$ cat config.mk
export PLATFORM = sky130hd
export DESIGN_NAME = writeback_cycle
export DESIGN_NICKNAME = d
export VERILOG_FILES = /design/src/rtl/rv_pkg.sv /design/src/rtl/load_extender.sv /design/src/rtl/writeback_cycle.sv
export SDC_FILE = /design/constraint.sdc
export NUM_CORES = 1
export LEC_CHECK = 0
export CAP_MARGIN = 20
export CORE_UTILIZATION = 49
export CTS_BUF_LIST = sky130_fd_sc_hd__clkbuf_8
export DETAILED_ROUTE_END_ITERATION = 6
export PLACE_DENSITY = 0.88
export RECOVER_POWER = 100
export SLEW_MARGIN = 0
export SYNTH_ARGS = -nofsm -noshare
export SYNTH_HDL_FRONTEND = slang
export SYNTH_HIERARCHICAL = 1
export SYNTH_SLANG_ARGS = --single-unit
$ cat constraint.sdc
create_clock -name clk -period 5.4 [get_ports clk]
set_input_delay 1.08 -clock clk [delete_from_list [all_inputs] [get_ports clk]]
set_output_delay 1.08 -clock clk [all_outputs]
set_load 0.02 [all_outputs]
$ cat src/rtl/rv_pkg.sv
// rv_pkg: shared RV32I write-back types, load funct3 codes and datapath width.
package rv_pkg;
   localparam int XLEN = 32;
   localparam logic [2:0] LB  = 3'b000;
   localparam logic [2:0] LH  = 3'b001;
   localparam logic [2:0] LW  = 3'b010;
   localparam logic [2:0] LBU = 3'b100;
   localparam logic [2:0] LHU = 3'b101;
   typedef enum logic [1:0] {WB_ALU, WB_LOAD, WB_LINK} wbSelT;
   typedef struct packed {
      logic valid;
      logic regWrite;
      logic memRead;
      logic jtype;
      logic [4:0] rd;
      logic [XLEN-1:0] aluOut;
      logic [XLEN-1:0] pcPlus4;
      logic [XLEN-1:0] dataMemOut;
      logic [2:0] funct3;
   } memWbT;
endpackage

$ cat src/rtl/load_extender.sv
// load_extender: byte/halfword lane select with sign/zero extension and load fault detection.
module load_extender
   import rv_pkg::*;
(
   input  logic [XLEN-1:0] word,
   input  logic [1:0]      addr,
   input  logic [2:0]      funct3,
   output logic [XLEN-1:0] data,
   output logic            fault
);
   logic [7:0] lane8;
   logic [15:0] lane16;
   logic illegal;
   logic misaligned;
   always_comb begin
      lane8 = 8'(word >> {addr, 3'b000});
      lane16 = addr[1] ? word[31:16] : word[15:0];
      data = funct3 == LB  ? {{24{lane8[7]}}, lane8} :
             funct3 == LBU ? {24'b0, lane8} :
             funct3 == LH  ? {{16{lane16[15]}}, lane16} :
             funct3 == LHU ? {16'b0, lane16} : word;
      illegal = funct3 inside {3'b011, 3'b110, 3'b111};
      misaligned = (funct3[1:0] == 2'b01 && addr[0]) || (funct3 == LW && addr != 2'b00);
      fault = illegal | misaligned;
   end
endmodule

$ cat src/rtl/writeback_cycle.sv
// writeback_cycle: MEM/WB register, load extension, register-file write and forwarding bus.
// Define WB_RETIRE_COUNT_EN to build the retired-instruction counter.
module writeback_cycle
   import rv_pkg::memWbT, rv_pkg::wbSelT, rv_pkg::WB_ALU, rv_pkg::WB_LOAD, rv_pkg::WB_LINK;
#(
   parameter int XLEN = 32,
   parameter int CNT_W = 64
) (
   input  logic             clk,
   input  logic             reset,
   input  logic             Stall,
   input  logic             Flush,
   input  logic             ValidW,
   input  logic             RegWriteW,
   input  logic             MemReadW,
   input  logic             JtypeW,
   input  logic [XLEN-1:0]  DataMemOutW,
   input  logic [XLEN-1:0]  ALUOutW,
   input  logic [XLEN-1:0]  PCPlus4W,
   input  logic [5:0]       ALUSelectW,
   input  logic [4:0]       WriteAddressW,
   output logic             RegFileWE,
   output logic [4:0]       RegFileWA,
   output logic [XLEN-1:0]  RegFileWD,
   output logic             FwdValid,
   output logic [4:0]       FwdAddr,
   output logic [XLEN-1:0]  FwdData,
   output logic             LoadFault,
   output logic [CNT_W-1:0] RetireCount
);
   memWbT mw;
   wbSelT wbSel;
   logic [XLEN-1:0] loadData;
   logic extFault;
   logic fault;
   logic [2:0] unusedSel;
   assign unusedSel = ALUSelectW[5:3];
   always_ff @(posedge clk or posedge reset) begin
      if (reset) mw <= '0;
      else if (Flush) mw <= '0;
      else if (!Stall) mw <= {ValidW, RegWriteW, MemReadW, JtypeW, WriteAddressW, ALUOutW, PCPlus4W, DataMemOutW, ALUSelectW[2:0]};
   end
   load_extender regExt (
      .word(mw.dataMemOut),
      .addr(mw.aluOut[1:0]),
      .funct3(mw.funct3),
      .data(loadData),
      .fault(extFault)
   );
   // Only loads can fault; funct3 bits of other instructions are ALU selects.
   always_comb begin
      fault = mw.memRead & extFault;
      wbSel = mw.jtype ? WB_LINK : mw.memRead ? WB_LOAD : WB_ALU;
      RegFileWD = wbSel == WB_LINK ? mw.pcPlus4 : wbSel == WB_LOAD ? loadData : mw.aluOut;
      RegFileWE = mw.valid & mw.regWrite & (mw.rd != 5'd0) & ~fault;
      RegFileWA = mw.rd;
      LoadFault = mw.valid & fault;
   end
   assign FwdValid = RegFileWE;
   assign FwdAddr = RegFileWA;
   assign FwdData = RegFileWD;
`ifdef WB_RETIRE_COUNT_EN
   logic [XLEN-1:0] unusedInData;
   logic inFault;
   logic [CNT_W-1:0] retireCnt;
   load_extender inExt (
      .word(DataMemOutW),
      .addr(ALUOutW[1:0]),
      .funct3(ALUSelectW[2:0]),
      .data(unusedInData),
      .fault(inFault)
   );
   always_ff @(posedge clk or posedge reset) begin
      if (reset) retireCnt <= '0;
      else if (ValidW & ~Stall & ~Flush & ~(MemReadW & inFault)) retireCnt <= retireCnt + 1'b1;
   end
   assign RetireCount = retireCnt;
`else
   assign RetireCount = '0;
`endif
endmodule

==> impl_results.md <==
* DRT antenna net count at 0
* Post-synthesis async set-or-reset flop share at 100.0%
* CP required at 5650 ps
* Placed cell areas at 0.007861 mm²
* CP max stage delay at 1920 ps
* CP endpoint kind: register
* #FFs+latches synth at 108
* Post_cts resized at 0
* Hold Crit Class: reg -> reg
* RSZ-0062 raised after global routing: no
* NumNets Final at 901
* Clk root buf: clkbuf_8
* Crit Path Class: in -> reg
* Total number of vias at 4898
* Area Overhead vs Synth at 23.48%
* Placed wire-length estimate at 11080 µm
* CP Buf/Inv Count at 2
* Number of distinct library cells after synthesis at 37
* Max-Cap Viols at 3
* Final WL at 15730 µm
* EDFF count, synth at 0
* CP max stage cell: clkbuf_2
* Post-route setup TNS at 0 ps
* Highest Clock Rate at 0.2166 GHz
* Fin. max-slew vios at 178
* Critical Path AT at 4870 ps
* Share of cells above drive strength 1 at 4.172%
* Slew margin rel. at -84.82%
* DRC at 0
* Clock Path Buffers at 2
* Worst-skew pair later-pin latency at 370 ps
* Top FF cell, synth: dfrtp_1
* Crit start category: primary input
* WL/cell at 16.34 µm
* Outcome: complete, but fails checks
* I/O pins at 256
* Worst-path clk slew at 100 ps
* Row count at 41
* Gr ovfl total at 0
* Max IR drop VDD at 164.4 µV
* Initial core utilization at 51.24%
* Seq/Total Area, Yosys at 41.13%
* CTS buffer count at 9
* Violated checks: capacitance limit, slew limit
* Iter 0 DRT Violations at 248
* Vias in the first global route at 4787
* First-pass GRT wire length at 25430 µm
* Die Width at 117.8 µm
* Leak Pwr at 0.003903 µW
* Placer congestion estimate at 0.8509
* Initial antenna violation count at 0
* CTS tree: yes
* Core Box Area at 0.01282 mm²
* CTS Hold Bufs at 0
* Vias per cell at 5.086
* Place WS at 1453 ps
* Port Buffers at 188
* Largest net degree at the start of global routing at 109
* Clock Sink Count at 108
* Synth Instances at 674
* Gr usage total at 23.04%
* Critical path cell sequence: clkbuf_2, clkbuf_1, mux2i_1, nor2_1
* Syn_area_per_cell at 9.750 µm²
* Design area at 0.008114 mm²
* Fin crit share at 85.51%
* Worst Tran Pin Value at 2772 ps
* Post-route minimum period at 4618 ps
* YS warnings at 6
* Post-CTS setup buffers at 0
* Final Hold Fails at 0
* Power Density at 242.1 mW/mm²
* # setup viols final at 0
* Ant. Diodes at 0
* CTS H-Tree Depth at 3
* Final Skew at 0 ps
* PnR worst setup slack at 782.4 ps
* Die H at 117.8 µm
* Die Area at 0.01388 mm²
* Post-synthesis cell area at 0.006571 mm²
* DRT Pass-1 Iters at 5
* CP top delay family: buffers and inverters
* Critical path peak fanout at 84
* Fill cells at 1102
## path summary, 6_finish.rpt
path	endpoint	slack (ps)	depth (start not counted)	start
worst max-delay path	mw[16]$_DFFE_PP0P_	780	4	Stall
worst min-delay path	mw[78]$_DFFE_PP0P_	530	2	mw[78]$_DFFE_PP0P_
worst max register to register	mw[104]$_DFFE_PP0P_	3930	2	mw[104]$_DFFE_PP0P_
worst min register to register	mw[78]$_DFFE_PP0P_	530	2	mw[78]$_DFFE_PP0P_
max in group asynchronous	mw[79]$_DFFE_PP0P_	1100	4	reset
min in group asynchronous	FwdAddr[2]$_DFFE_PP0P_	1280	2	reset
## registers in the layout (all words and copies together) (netlist names)
signal,flops
mw,103
FwdAddr,5
## cells by family (layout without fill, tap and decap cells)
logic type | count (synthesis) | after routing | synth area share [%]
AO/OA/AOI/OAI | 80 | 80 | 8.073
buffers and inverters | 159 | 213 | 16.51
flip-flops | 108 | 108 | 41.13
multiplexers | 150 | 150 | 23.27
other | 1 | 64 | 0.05707
AND/OR/NAND/NOR | 176 | 176 | 10.97
## worst reg2reg max path, stage by stage (launching register included)
cell and delay (ps):
dfrtp_2 1040, mux2i_1 170, nor2_1 190
## cells in the mapped netlist, types with 2 or more instances
master | instances | share of area [%]
o21ai_1 | 9 | 0.69
buf_1 | 2 | 0.11
nor2b_1 | 4 | 0.38
mux2i_1 | 140 | 21
buf_6 | 3 | 0.51
buf_4 | 120 | 14
a221o_1 | 14 | 2.1
a22o_1 | 7 | 0.93
nor2_1 | 110 | 6.3
clkbuf_1 | 18 | 1.0
inv_1 | 3 | 0.17
o21ai_0 | 40 | 3.0
dfrtp_1 | 108 | 41
nand2_1 | 49 | 2.8
nor4b_1 | 7 | 0.93
buf_2 | 12 | 0.91
mux2_2 | 7 | 1.2
or2_1 | 2 | 0.19
## metrics by stage
stage / std cells / hold WS, ps / power [µW] / util, %
6_report: 963 / 531.5 / 1965 / 63.27
5_1_grt: 963 / 552.7 / 2061 / 63.27
4_1_cts: 961 / 534.7 / 1998 / 63.14
3_5_place_dp: 945 / 511.1 / 1424 / 61.30
3_3_place_gp: 945 / 502.6 / 1413 / 61.30
2_1_floorplan: 737 / 488.5 / 1275 / -
## per-layer routing
metal	track usage (%)	up-vias	wire, µm	part of all wire, %
met5	0	-	0	0
met4	5.208	0	161	1.0
met3	3.924	13	747	4.7
met2	39.78	156	8039	51
met1	30.08	2377	6783	43
li1	-	2352	-	-
## layout make-up
cell class / count / area [µm²] / area share, %
well taps: 172 / 215.2 / 2.652
flip-flops and latches: 108 / 2705 / 33.34
multi-input cells: 470 / 3019 / 37.21
inverters: 4 / 16.27 / 0.2005
clock inverters: 4 / 71.32 / 0.8790
repair buffers: 193 / 1922 / 23.69
clock buffers: 12 / 165.2 / 2.035
## placed cells by master (no fill, tap or decap), types with 3 or more instances in the layout
master / instances
nor2_1: 110
a22o_1: 7
dlygate4sd3_1: 76
o21ai_1: 9
a221o_1: 14
nor4b_1: 7
dfrtp_1: 106
clkdlybuf4s50_1: 110
nand2_1: 49
conb_1: 64
o21ai_0: 40
mux2i_1: 140
mux2_2: 7
clkbuf_8: 12
nor2b_1: 4
inv_1: 3
## report_power, final
group	internal [µW]	switching, µW	total (µW)
sequential	853	53.7	907
clock	298	270	568
combinational	232	258	490
(Power assumes the default switching activity.)
